==> src/rtl/mem_pkg.sv <==
// Shared definitions for the memory access stage.
//   SZ_BYTE/SZ_HALF/SZ_WORD : req_size encodings (2'b11 decodes as word)
//   state_e                 : access FSM states
package mem_pkg;

  localparam logic [1:0] SZ_BYTE = 2'b00;
  localparam logic [1:0] SZ_HALF = 2'b01;
  localparam logic [1:0] SZ_WORD = 2'b10;

  typedef enum logic [1:0] {
    StIdle   = 2'b00,
    StAccess = 2'b01,
    StResp   = 2'b10
  } state_e;

endpackage

==> src/rtl/mem_lane_align.sv <==
// Combinational byte-lane logic for the memory access stage.
//   size_i        : access size (SZ_BYTE/SZ_HALF/SZ_WORD, 2'b11 as word)
//   is_unsigned_i : zero-extend loads when 1, sign-extend when 0
//   a_i           : byte offset within the word, already aligned by the caller
//   wdata_i       : right-aligned store data
//   rdata_raw_i   : word read from the RAM
//   sel_o         : little-endian byte-lane enables
//   din_o         : store data replicated across lanes
//   rdata_ext_o   : load data shifted down by 8*a_i, masked and extended
module mem_lane_align
  import mem_pkg::*;
(
  input  logic [1:0]  size_i,
  input  logic        is_unsigned_i,
  input  logic [1:0]  a_i,
  input  logic [31:0] wdata_i,
  input  logic [31:0] rdata_raw_i,
  output logic [3:0]  sel_o,
  output logic [31:0] din_o,
  output logic [31:0] rdata_ext_o
);

  logic [31:0] shifted;

  always_comb begin
    shifted     = rdata_raw_i >> {a_i, 3'b000};
    sel_o       = 4'b1111;
    din_o       = wdata_i;
    rdata_ext_o = shifted;
    case (size_i)
      SZ_BYTE: begin
        sel_o       = 4'b0001 << a_i;
        din_o       = {4{wdata_i[7:0]}};
        rdata_ext_o = is_unsigned_i ? {24'h000000, shifted[7:0]}
                                    : {{24{shifted[7]}}, shifted[7:0]};
      end
      SZ_HALF: begin
        sel_o       = a_i[1] ? 4'b1100 : 4'b0011;
        din_o       = {2{wdata_i[15:0]}};
        rdata_ext_o = is_unsigned_i ? {16'h0000, shifted[15:0]}
                                    : {{16{shifted[15]}}, shifted[15:0]};
      end
      default: begin
        sel_o       = 4'b1111;
        din_o       = wdata_i;
        rdata_ext_o = shifted;
      end
    endcase
  end

endmodule

==> src/rtl/mem_access_stage.sv <==
// Memory access pipeline stage: IDLE -> ACCESS -> RESP, one request in flight.
// Build option: MEM_MISALIGN_TRAP_EN
//   defined   : misaligned half/word accesses raise resp_exc, suppress the write,
//               and return 0
//   undefined : resp_exc is always 0 and low address bits are forced aligned
// Ports:
//   clk, rst_n                 : clock, synchronous active-low reset
//   req_*                      : request handshake and fields (captured in IDLE)
//   resp_*                     : registered response, held until resp_ready
//   ram_addr/din/we/sel/ld     : RAM control, active only in ACCESS
//   ram_dout                   : combinational RAM read data
module mem_access_stage
  import mem_pkg::*;
#(
  parameter int unsigned ADDR_W = 5
) (
  input  logic              clk,
  input  logic              rst_n,
  input  logic              req_valid,
  output logic              req_ready,
  input  logic              req_we,
  input  logic [1:0]        req_size,
  input  logic              req_unsigned,
  input  logic [31:0]       req_addr,
  input  logic [31:0]       req_wdata,
  output logic              resp_valid,
  input  logic              resp_ready,
  output logic [31:0]       resp_rdata,
  output logic              resp_exc,
  output logic [ADDR_W-1:0] ram_addr,
  output logic [31:0]       ram_din,
  output logic              ram_we,
  output logic [3:0]        ram_sel,
  output logic              ram_ld,
  input  logic [31:0]       ram_dout
);

  state_e              state_q, state_d;
  logic                we_q, we_d;
  logic [1:0]          size_q, size_d;
  logic                uns_q, uns_d;
  logic [ADDR_W+1:0]   addr_q, addr_d;
  logic [31:0]         wdata_q, wdata_d;
  logic [31:0]         resp_rdata_q, resp_rdata_d;
  logic                resp_exc_q, resp_exc_d;

  logic [1:0]          a_raw, a_eff;
  logic                misalign;
  logic [3:0]          lane_sel;
  logic [31:0]         lane_din, lane_rdata;

  // Address bits above the RAM window are ignored (accesses wrap).
  logic unused_addr_hi;
  assign unused_addr_hi = ^req_addr[31:ADDR_W+2];

  assign a_raw = addr_q[1:0];

  always_comb begin
`ifdef MEM_MISALIGN_TRAP_EN
    a_eff    = a_raw;
    misalign = ((size_q == SZ_HALF) && a_raw[0]) || (size_q[1] && (a_raw != 2'b00));
`else
    misalign = 1'b0;
    a_eff    = a_raw;
    if (size_q == SZ_HALF) a_eff = {a_raw[1], 1'b0};
    else if (size_q[1])    a_eff = 2'b00;
`endif
  end

  mem_lane_align u_lane_align (
    .size_i        (size_q),
    .is_unsigned_i (uns_q),
    .a_i           (a_eff),
    .wdata_i       (wdata_q),
    .rdata_raw_i   (ram_dout),
    .sel_o         (lane_sel),
    .din_o         (lane_din),
    .rdata_ext_o   (lane_rdata)
  );

  // RAM side: quiet outside ACCESS; the write is also gated by reset so an
  // access aborted by reset never commits.
  always_comb begin
    ram_addr = '0;
    ram_din  = '0;
    ram_sel  = '0;
    ram_ld   = 1'b0;
    ram_we   = 1'b0;
    if (state_q == StAccess) begin
      ram_addr = addr_q[ADDR_W+1:2];
      ram_din  = lane_din;
      ram_sel  = lane_sel;
      ram_ld   = ~we_q;
      ram_we   = we_q & ~misalign & rst_n;
    end
  end

  always_comb begin
    state_d      = state_q;
    we_d         = we_q;
    size_d       = size_q;
    uns_d        = uns_q;
    addr_d       = addr_q;
    wdata_d      = wdata_q;
    resp_rdata_d = resp_rdata_q;
    resp_exc_d   = resp_exc_q;
    case (state_q)
      StIdle: begin
        if (req_valid) begin
          we_d    = req_we;
          size_d  = req_size;
          uns_d   = req_unsigned;
          addr_d  = req_addr[ADDR_W+1:0];
          wdata_d = req_wdata;
          state_d = StAccess;
        end
      end
      StAccess: begin
        resp_exc_d   = misalign;
        resp_rdata_d = (!we_q && !misalign) ? lane_rdata : 32'h0000_0000;
        state_d      = StResp;
      end
      StResp: begin
        if (resp_ready) state_d = StIdle;
      end
      default: state_d = StIdle;
    endcase
  end

  always_ff @(posedge clk) begin
    if (!rst_n) begin
      state_q      <= StIdle;
      we_q         <= 1'b0;
      size_q       <= SZ_BYTE;
      uns_q        <= 1'b0;
      addr_q       <= '0;
      wdata_q      <= '0;
      resp_rdata_q <= '0;
      resp_exc_q   <= 1'b0;
    end else begin
      state_q      <= state_d;
      we_q         <= we_d;
      size_q       <= size_d;
      uns_q        <= uns_d;
      addr_q       <= addr_d;
      wdata_q      <= wdata_d;
      resp_rdata_q <= resp_rdata_d;
      resp_exc_q   <= resp_exc_d;
    end
  end

  assign req_ready  = (state_q == StIdle);
  assign resp_valid = (state_q == StResp);
  assign resp_rdata = resp_rdata_q;
  assign resp_exc   = resp_exc_q;

endmodule

==> config.mk <==
export PLATFORM = sky130hd
export DESIGN_NAME = mem_access_stage
export DESIGN_NICKNAME = d
export VERILOG_FILES = /design/src/rtl/mem_pkg.sv /design/src/rtl/mem_lane_align.sv /design/src/rtl/mem_access_stage.sv
export SDC_FILE = /design/constraint.sdc
export NUM_CORES = 1
export LEC_CHECK = 0
export CAP_MARGIN = 0
export CORE_MARGIN = 1
export CORE_UTILIZATION = 45
export DETAILED_ROUTE_END_ITERATION = 10
export PLACE_DENSITY = 0.84
export SLEW_MARGIN = 15
export SYNTH_ARGS = -nofsm -noshare
export SYNTH_HDL_FRONTEND = slang
export SYNTH_SLANG_ARGS = --single-unit
export TNS_END_PERCENT = 50
==> constraint.sdc <==
create_clock -name clk -period 4.15 [get_ports clk]
set_input_delay 0.415 -clock clk [delete_from_list [all_inputs] [get_ports clk]]
set_output_delay 0.415 -clock clk [all_outputs]
set_load 0.05 [all_outputs]
Word level (Yosys, flattened, before mapping)
Cells that the tools add are included.
- flip-flop bits (word level): 77
- word-level logic and storage cells: 37
- input bits: 104
- shifts and indexed selects: 2
- reductions and logical operators: 4
- eq/ne operators: 5
- mux-type cells: 17
- bitwise operators: 2
- operators by type and width (kind ; number):
    32-bit 2-to-1 mux ; 4
    32-bit case mux with 2 select lines ; 2
    32-bit by 5-bit right shift with 32-bit output ; 1
    2-bit 2-to-1 mux ; 4
    4-bit 2-to-1 mux ; 2
    4-bit case mux with 2 select lines ; 1
    2-bit case mux with 3 select lines ; 1
    5-bit 2-to-1 mux ; 1
    2-bit by 1-bit equality test with 1-bit output, second input constant ; 2
    2-bit zero test ; 2
    2-bit AND reduction ; 2
    1-bit by 2-bit left shift with 4-bit output, first input constant ; 1
    2-bit equality test, second input constant ; 1
    1-bit 2-to-1 mux ; 2
    2-bit by 1-bit != test with 1-bit output, second input constant ; 1
    2-bit != test, second input constant ; 1
    1-bit bitwise AND ; 1
    1-bit NOT ; 1

Longest topological paths before layout
Gate-level depths: netlist of run 1.
- word-level depth: 6
- depth in mapped cells: 7
- mapped depth without buffers: 5

Cells and area by module
From an unflattened synthesis of run 1, not the netlist that was laid out.
- cell total of the unflattened synthesis: 578
- area, all modules: 4601.9 um^2
- modules (own cells, without submodules) (module ; area each (um^2) ; cells each ; times used):
    mem_access_stage ; 3295.7 ; 394 ; 1
    mem_lane_align ; 1306.3 ; 184 ; 1

Worst setup path after synthesis of run 1
Ideal clock, no wire load.
- kind: register to output
- start point: reg size_q[0]
- end point: out ram_sel[1]
- required time: 3.735 ns
- data arrival time: 2.060 ns
- path buffers: 2
- cell stages (with the launch flop): 6
- slack: 1.675 ns
- cell sequence: dfxtp_1 > buf_2 > or2_2 > clkbuf_1 > nor2_1 > nor3_1
- word-level cells in the longest chain between the ends: 5
- elaborated cells on any way between the ends: 7
- classes of those cells: eq/ne: 1; shift: 1; mux: 4; reduce/logical: 1
- ends and longest elaborated chain (item ; RTL line ; RTL):
    from (decl) ; mem_access_stage.sv:40 ; logic [1:0] size_q, size_d;
    from (signal assigned) ; mem_access_stage.sv:143 ; size_q <= size_d;
    2-bit by 1-bit equality test with 1-bit output ; mem_lane_align.sv:30, mem_access_stage.sv:65 ;
    2-bit 2-to-1 mux ; mem_access_stage.sv:65 ; if (size_q == SZ_HALF) a_eff = {a_raw[1], 1'b0};
    4-bit 2-to-1 mux / 1-bit by 2-bit left shift with 4-bit output (equally long branches) ; mem_lane_align.sv:38, mem_lane_align.sv:32 ;
    4-bit case mux with 2 select lines * ; mem_lane_align.sv:30 ; case (size_i)
    4-bit 2-to-1 mux * ; mem_access_stage.sv:89 ; if (state_q == StAccess) begin
    to (decl) ; mem_access_stage.sv:33 ; output logic [3:0] ram_sel,
Every way passes the cells marked *; elsewhere a longest branch is shown, timed or not.

Final worst setup path of run 1
- start point: reg size_q[0]
- end point: out ram_sel[0]
The elaborated chain is that of the path after synthesis.

==> results of run 1 <==
layout by cell type (no fill, tap or decap), types with 12 or more instances in the layout:
cell,instances
a21boi_0,43
a21oi_1,27
and2_1,16
clkbuf_8,12
clkdlybuf4s50_1,155
dfxtp_1,76
mux2i_1,19
nand2_1,130
nor2_1,31
nor2b_1,21
o21ai_0,14
through the flow:
stage | power, mW | std cells | worst slack [ns] | hold slack, ns
final | 1.91 | 721 | 0.712 | 0.457
after CTS | 1.92 | 721 | 0.725 | 0.463
after floorplan | 1.14 | 478 | 1.68 | 0.439
after global placement | 1.32 | 705 | 1.20 | 0.436
after detailed placement | 1.33 | 705 | 1.12 | 0.446
after global routing | 2.00 | 721 | 0.509 | 0.479
state kept, by name, summed over array words and instances (netlist names):
signal and flops:
resp_rdata 32, wdata_q 32, addr_q 7, size_q 2, state_q 2, uns_q 1, we_q 1
final cells by class:
cell class / count / area [µm²]
clock buffer: 13 / 169
clock inverter: 3 / 42.5
fill: 692 / 2640
inverter: 2 / 7.51
multi-input combinational: 360 / 2170
sequential: 77 / 1540
tap: 105 / 131
timing repair buffer: 161 / 1600
worst register-to-register path: stages, from the launching register on:
cell and delay (ns):
dfxtp_1 0.95, nor2b_1 0.18, mux2_4 0.36, a21oi_4 0.20, a2bb2oi_2 0.79, o21ai_0 0.23
worst paths after layout:
path | start | to | slack (ns) | cells after the start
worst max-delay path | size_q[0] | ram_sel[0] | 0.71 | 4
worst min-delay path | resp_rdata[29] | resp_rdata[29] | 0.46 | 2
worst max register to register | size_q[0] | resp_rdata[19] | 1.27 | 5
worst min register to register | resp_rdata[29] | resp_rdata[29] | 0.46 | 2
cells by family after synthesis:
group                  synth area share
AOI/OAI and AO/OA                 0.224
buffers and inverters            0.0497
DFF                               0.395
muxes                            0.0929
other                          0.000960
and+or+nand+nor                   0.238
metal layers:
layer  wire [µm]  part of all wire  GRT usage
met5           0                 0          0
met3        1040             0.091     0.0654
met2        5620              0.49      0.448
met4         266             0.023     0.0972
met1        4560              0.40      0.313
report_power, final:
| group | total (mW) | internal [mW] | switching (mW) |
|---|---|---|---|
| sequential | 0.834 | 0.787 | 0.0466 |
| combinational | 0.478 | 0.204 | 0.273 |
| clock | 0.600 | 0.327 | 0.273 |
| total | 1.91 | 1.32 | 0.593 |
==> out/metrics.yaml, run 1 <==
status:
  status: "finished, final reports clean"
synthesis:
  synth.distinct_cells: 35
  yosysMostFrequentCell: "nand2_1"
  synth_edf_count: 0
  synthCells: 478
  synthesis.nets: 582
  synth_area_leaders: "dfxtp_1 (39%), nand2_1 (13%), a21boi_0 (8.3%)"
  seq_area_frac_synth: 0.395
  synthTopCellsByCount: "nand2_1 (131), dfxtp_1 (77), a21boi_0 (43)"
  synth_area_leader_cell: "dfxtp_1"
  yosys.area.top_type_share: 0.395
  ys_ff_latch: 77
  synth-async-reset-ratio: 0
  syn_avg_cell_area_um2: 8.17
  synthFlopType: "dfxtp_1"
  ys_warn_count: 0
  netlist_area_um2: 3900
cts:
  clockRootBuffer: "clkbuf_8"
  cts_made_buffers: 9
  clkSlewWorstSetupHoldPaths_ns: 0.08
  cts_tree: "built"
  htree_levels: 3
  clockBufferDepth: 2
  post_cts_buffers: 0
  clkLatencyLatePin_ns: 0.35
  cts_hold_buf: 0
  clkSinkCount: 77
  cts_resized: 0
grt:
  grt_first_pass_wirelength_um: 18100
  grt_max_degree: 50
  gr-total-overflow: 0
  gr-usage-all-layers: 0.261
  first_global_vias: 3724
  antenna_found_initial: 0
drt:
  drt_iter0_markers: 146
  drtPass1Iterations: 4
  ant_nets: 0
  drt-total-wl_um: 11500
  avgViaCountPerCell: 5.38
  wl_per_cell_um: 15.9
  drcViolationCount: 0
  num_vias: 3878
setup_path:
  required_ns: 3.73
  startpoint_type: "register"
  slowest_stage: "dfxtp_1"
  arrival_ns: 3.02
  endpoint_kind: "primary output"
  cpPeakStageDelay_ns: 0.95
  crit_buf_inv: 1
  critical-path-top-delay-family: "flip-flops"
  setup.worst_path.class: "reg2out"
  path_max_fanout: 22
  crit_chain: "nand2b_1 > nor2_4 > nor3_1 > clkdlybuf4s50_1"
sta:
  slew_viol_final: 0
  relSlewSlack: 0.280
  tightest_slew_ns: 1.08
  rsz0062_at_grt: "no"
  min_period_over_period: 0.829
  clock_skew_ns: 0.00938
  tns_ns: 0
  finalHoldViolations: 0
  period_minus_slack_ns: 3.44
  setup_viol: 0
  fmax_mhz: 291
cells_and_area:
  design_area_um2: 5660
  fin_nets: 715
  post-route-util: 0.682
  area_delta_synth_final_pct: 45.0
  n_antenna_cell: 0
  drive_above_1_share: 0.0779
power:
  p_per_area_nw_per_um2: 338
  peakVddDrop_mv: 0.169
  p_leak_nw: 2.02
floorplanning:
  io_pins: 182
  dieArea_um2: 9050
  start_util: 0.471
  die_h_um: 95.2
  die_x_um: 95.2
  rows: 33
  core_um2: 8300
hold_path:
  hp-class: "reg2reg"
placed_design:
  io_buffer_count: 155
  dp_hpwl_um: 8180
  gp_congestion: 0.816
  place_area_um2: 5450
job:
  maxCapViolCount: 0
(Power assumes the default switching activity.)
==> inputs of run 2 (changes only) <==
Settings changed: CORE_UTILIZATION 45 to 42, PLACE_DENSITY 0.84 to 0.79.
Clock period 4.15 ns to 3.5 ns, I/O delays scaled along.
==> run 2 against run 1 <==
Compared with the run above:
- largest cell class unchanged
- final area increased by 0.99%
- die area up 7.0%
- largest power group unchanged
- count of clock-buffer cells in the layout down 3
- the flow now finishes with violations (DRC)
- combinational power grew 21%
- flip-flop and latch count did not move
- clock power grew 37%
- critical path depth stayed put
- routed wire length up 3.3%
- sequential power up 18%
- cell count up 0.97%
==> out/metrics.yaml, run 2 (synthesis results as in run 1) <==
status:
  status: "complete, but fails checks"
  violations: "DRC"
cts:
  cts_resized: 0  # unchanged
  clkSinkCount: 77  # unchanged
  post_cts_buffers: 0  # unchanged
  clkSlewWorstSetupHoldPaths_ns: 0.08  # about the same
  cts_tree: "built"
  cts_made_buffers: 9  # unchanged
  htree_levels: 3  # unchanged
  clockBufferDepth: 2  # unchanged
  cts_hold_buf: 0  # unchanged
  clockRootBuffer: "clkbuf_8"
  clkLatencyLatePin_ns: 0.35  # about the same
grt:
  antenna_found_initial: 0  # unchanged
  first_global_vias: 3969  # +6.6%
  grt_max_degree: 49  # -2.0%
  gr-usage-all-layers: 0.255  # -0.00664
  gr-total-overflow: 0  # unchanged
  grt_first_pass_wirelength_um: 19500  # +7.5%
sta:
  min_period_over_period: 0.888
  clock_skew_ns: 0.0121  # +0.00276 ns
  relSlewSlack: 0.457  # +0.177
  slew_viol_final: 0  # unchanged
  fmax_mhz: 322
  setup_viol: 0  # unchanged
  rsz0062_at_grt: "no"
  finalHoldViolations: 0  # unchanged
  period_minus_slack_ns: 3.11
  setup_ws_ns: 0.391  # -0.321 ns
  tightest_slew_ns: 0.811  # -0.266 ns
  tns_ns: 0  # unchanged
job:
  maxCapViolCount: 0  # unchanged
cells_and_area:
  drive_above_1_share: 0.0839  # +0.00595
  final_common_cell: "clkdlybuf4s50_1"
  n_antenna_cell: 0  # unchanged
  fin_nets: 719  # +0.56%
  nFillCells: 756  # +9.2%
  mostFrequentLayoutCells: "clkdlybuf4s50_1 (154), nand2_1 (131), dfxtp_1 (76)"
  post-route-util: 0.646  # -0.0360
  area_delta_synth_final_pct: 46.4
drt:
  num_vias: 3886  # +0.21%
  drcViolationCount: 13  # +13
  wl_per_cell_um: 16.3  # +2.3%
  drt-total-wl_um: 11900  # +3.3%
  drtPass1Iterations: 11  # +7
  avgViaCountPerCell: 5.34  # -0.76%
  ant_nets: 0  # unchanged
  drt_iter0_markers: 186  # +27%
floorplanning:
  io_pins: 182  # unchanged
  die_h_um: 98.4  # +3.4%
  dieArea_um2: 9690  # +7.0%
  die_x_um: 98.4  # +3.4%
  core_um2: 8850  # +6.6%
  rows: 34  # +3.0%
  start_util: 0.441  # -0.0292
setup_path:
  startpoint_type: "register"
  arrival_ns: 2.76  # -0.26 ns
  required_ns: 3.15  # -0.58 ns
  path_max_fanout: 31  # +41%
  endpoint_kind: "primary output"
  setup.worst_path.class: "reg2out"
placed_design:
  place_ws_ns: 0.794  # -0.322 ns
  io_buffer_count: 155  # unchanged
  dp_hpwl_um: 8370  # +2.2%
  gp_congestion: 0.774  # -5.2%
power:
  report.power.total_mw: 2.38  # +25%
  p_leak_nw: 2.05  # +1.6%
  peakVddDrop_mv: 0.192  # +13%
  p_per_area_nw_per_um2: 417  # +23%
hold_path:
  hp-class: "reg2reg"
## run 2: cell types whose count changed in the layout (fill, tap and decap cells not counted), sizes merged
cell and change:
buf +5, clkbuf -3, bufinv +2, clkdlybuf4s50 -1, clkinv +1
## run 2: power breakdown
group / switching (mW) / internal, mW
Clock: 0.348 / 0.474
Sequential: 0.0517 / 0.934
Combinational: 0.331 / 0.245
Total: 0.731 / 1.65
## run 2: critical path: stages (launching register included)
cell and delay, ns:
dfxtp_2 0.53, nor2_1 0.71, nand2_1 0.13, a21oi_1 0.20
clkdlybuf4s50_1 0.84
## run 2: final cells by class
cell class	instances	area, µm²	area share
clock buffers	10	128	0.0223
clock inverters	6	111	0.0195
inverters	2	7.51	0.00131
multi-input cells	360	2170	0.379
flip-flops and latches	77	1540	0.270
well taps	108	135	0.0236
repair buffers	165	1620	0.284
## run 2: layer usage
layer / global-route usage / part of all wire / vias to the layer above
met4: 0.0884 / 0.021 / 0
li1: - / - / 1885
met5: 0 / 0 / -
met3: 0.0723 / 0.092 / 21
met1: 0.309 / 0.41 / 1810
met2: 0.433 / 0.48 / 170
## run 2: final timing paths
check	end	cells past startpoint	slack [ns]	start
setup / recovery	ram_din[11]	4	0.39	size_q[1]
setup reg to reg	resp_rdata[16]	7	1.10	size_q[1]
hold / removal	resp_rdata[24]	2	0.46	resp_rdata[24]
hold reg to reg	resp_rdata[24]	2	0.46	resp_rdata[24]
## run 2: per-stage QoR
step / hold slack, ns / instances / area (µm²)
after floorplan: 0.439 / 478 / 3910
after global placement: 0.438 / 712 / 5480
after global routing: 0.475 / 728 / 5720
after CTS: 0.460 / 728 / 5720
final: 0.459 / 728 / 5720
after detailed placement: 0.440 / 712 / 5480
==> inputs of run 3 (changes only) <==
Settings changed: ABC_AREA set to 1, CAP_MARGIN 0 to 20, CORE_UTILIZATION 42 to 41, PLACE_DENSITY 0.79 to 0.77.
==> run 3 against run 2 <==
Compared with the run above:
- the run now ends clean
- count of clock-buffer cells in the layout is 1 higher
- register-to-register slack got worse by 0.22 ns
- sequential share of layout area up 0.54 points
- routed wire length is 5.2% higher
- core utilization down 3.7 points
- flip-flop and latch count unchanged
- critical path depth is 1 higher
- largest power group unchanged
==> out/metrics.yaml, run 3 <==
synthesis:
  synthCells: 562  # +18%
  synth_edf_count: 0  # unchanged
  synthTopCellsByCount: "nor2_1 (94), nand2_1 (91), dfxtp_1 (77)"
  synth-async-reset-ratio: 0  # unchanged
  synth_area_leaders: "dfxtp_1 (40%), o21ai_0 (9.3%), nor2_1 (9.1%)"
  yosysMostFrequentCell: "nor2_1"
  synthesis.nets: 666  # +14%
  ys_warn_count: 0  # unchanged
  netlist_area_um2: 3860  # -1.2%
  synthFlopType: "dfxtp_1"
  yosys.area.top_type_share: 0.399  # +0.00474
  synth_area_leader_cell: "dfxtp_1"
  ys_ff_latch: 77  # unchanged
  syn_avg_cell_area_um2: 6.87  # -16%
  synth.distinct_cells: 31  # -11%
  seq_area_frac_synth: 0.399  # +0.00474
drt:
  avgViaCountPerCell: 5.32  # -0.29%
  drcViolationCount: 0  # -13
  drtPass1Iterations: 5  # -6
  wl_per_cell_um: 15.4  # -5.8%
  ant_nets: 0  # unchanged
  drt_iter0_markers: 140  # -25%
  num_vias: 4327  # +11%
  drt-total-wl_um: 12500  # +5.2%
cts:
  cts_resized: 0  # unchanged
  cts_hold_buf: 0  # unchanged
  clockRootBuffer: "clkbuf_8"
  cts_made_buffers: 9  # unchanged
  clockBufferDepth: 2  # unchanged
  clkSlewWorstSetupHoldPaths_ns: 0.08  # about the same
  clkSinkCount: 77  # unchanged
  clkLatencyLatePin_ns: 0.35  # about the same
  post_cts_buffers: 0  # unchanged
  htree_levels: 3  # unchanged
  cts_tree: "built"
setup_path:
  arrival_ns: 2.61  # -0.15 ns
  setup.worst_path.class: "reg2out"
  required_ns: 3.15  # about the same
  ff2ff_path_depth: 8  # +1
  ff2ff_setup_slack_ns: 0.88  # -0.22 ns
  endpoint_kind: "primary output"
  reg2reg_to: "resp_rdata[6]"
  startpoint_type: "register"
  worstReg2RegStart: "state_q[0]"
  path_max_fanout: 21  # -32%
sta:
  tightest_slew_ns: 0.814  # +0.00289 ns
  relSlewSlack: 0.457  # -0.000509
  clock_skew_ns: 0.0103  # -0.00179 ns
  slew_viol_final: 0  # unchanged
  fmax_mhz: 338  # +5.1%
  rsz0062_at_grt: "no"
  tns_ns: 0  # unchanged
  period_minus_slack_ns: 2.96  # -0.151 ns
  setup_viol: 0  # unchanged
  min_period_over_period: 0.845  # -0.0432
  finalHoldViolations: 0  # unchanged
hold_path:
  hp-class: "reg2reg"
  hp-start: "addr_q[5]"
  min_to: "addr_q[5]"
  hold_depth: 2  # unchanged
grt:
  grt-busiest-layer: "met2"
  met3_usage: 0.0546  # -0.0177
  gr-usage-all-layers: 0.260  # +0.00518
  grt_max_degree: 46  # -6.1%
  use_met2: 0.438  # +0.00450
  gr-total-overflow: 0  # unchanged
  antenna_found_initial: 0  # unchanged
  first_global_vias: 4206  # +6.0%
  grt_first_pass_wirelength_um: 20100  # +3.1%
  use_met1: 0.315  # +0.00664
placed_design:
  dp_hpwl_um: 8700  # +4.0%
  gp_congestion: 0.941  # +22%
  io_buffer_count: 155  # unchanged
status:
  status: "finished, final reports clean"
floorplanning:
  start_util: 0.420  # -0.0217
  die_x_um: 99.0  # +0.59%
  core_um2: 9200  # +3.9%
  rows: 35  # +2.9%
  io_pins: 182  # unchanged
  dieArea_um2: 9800  # +1.2%
  die_h_um: 99.0  # +0.59%
job:
  maxCapViolCount: 0  # unchanged
cells_and_area:
  final_common_cell: "clkdlybuf4s50_1"
  area_delta_synth_final_pct: 45.2
  mostFrequentLayoutCells: "clkdlybuf4s50_1 (153), nor2_1 (94), nand2_1 (90)"
  n_antenna_cell: 0  # unchanged
  fin_nets: 801  # +11%
  drive_above_1_share: 0.0926  # +0.00872
  post-route-util: 0.609  # -0.0371
power:
  p_leak_nw: 2.18  # +6.4%
  p_per_area_nw_per_um2: 426  # +2.2%
  peakVddDrop_mv: 0.214  # +11%
==> run 3: kinds of logic after synthesis <==
| group | Yosys count | share of synthesized area |
|---|---|---|
| and+or+nand+nor | 237 | 0.268 |
| DFF | 77 | 0.399 |
| AOI/OAI and AO/OA | 168 | 0.238 |
| buffers and inverters | 79 | 0.0931 |
| other | 1 | 0.000972 |
==> run 3: power by group <==
group          total [mW]  internal [mW]  switching, mW
Sequential          0.984          0.943         0.0414
Clock               0.676          0.333          0.343
Combinational       0.727          0.260          0.468
==> run 3: cell type report <==
type | count | area, µm²
clock inverter | 5 | 60.1
multi-input combinational | 406 | 1960
clock buffer | 11 | 131
sequential | 77 | 1540
timing repair buffer | 161 | 1600
fill | 856 | 3590
inverter | 42 | 165
tap | 111 | 139
==> run 3: worst max path at each step <==
stage / cells after the start / startpoint / slack (ns) / end
3_3_place_gp: 5 / state_q[0] / 0.84 / ram_sel[1]
2_1_floorplan: 6 / size_q[1] / 1.08 / ram_din[15]
4_1_cts: 5 / state_q[0] / 0.47 / ram_sel[0]
3_5_place_dp: 5 / state_q[0] / 0.87 / ram_sel[0]
6_report: 5 / state_q[0] / 0.54 / ram_sel[1]
5_1_grt: 5 / state_q[0] / 0.29 / ram_sel[1]
==> run 3: per-layer routing <==
| metal | share of wire | up-vias |
|---|---|---|
| li1 | - | 2107 |
| met1 | 0.41 | 1959 |
| met2 | 0.47 | 232 |
| met3 | 0.091 | 29 |
| met4 | 0.029 | 0 |
| met5 | 0 | - |
==> run 3: worst max-delay path, stage by stage (launching register included) <==
cell             delay, ns
dfxtp_1               0.35
inv_1                 0.06
nor2_2                0.43
inv_2                 0.32
a211oi_1              0.25
clkdlybuf4s50_1       0.84
==> run 3: through the flow <==
stage          cell area (µm²)  hold WS (ns)  setup slack, ns  std cells  total power, mW
2_1_floorplan             3860         0.429             1.08        562             1.48
3_3_place_gp              5410         0.440            0.843        797             1.72
3_5_place_dp              5410         0.445            0.866        797             1.73
4_1_cts                   5600         0.459            0.471        813             2.40
5_1_grt                   5600         0.476            0.294        813             2.51
6_report                  5600         0.457            0.542        813             2.39
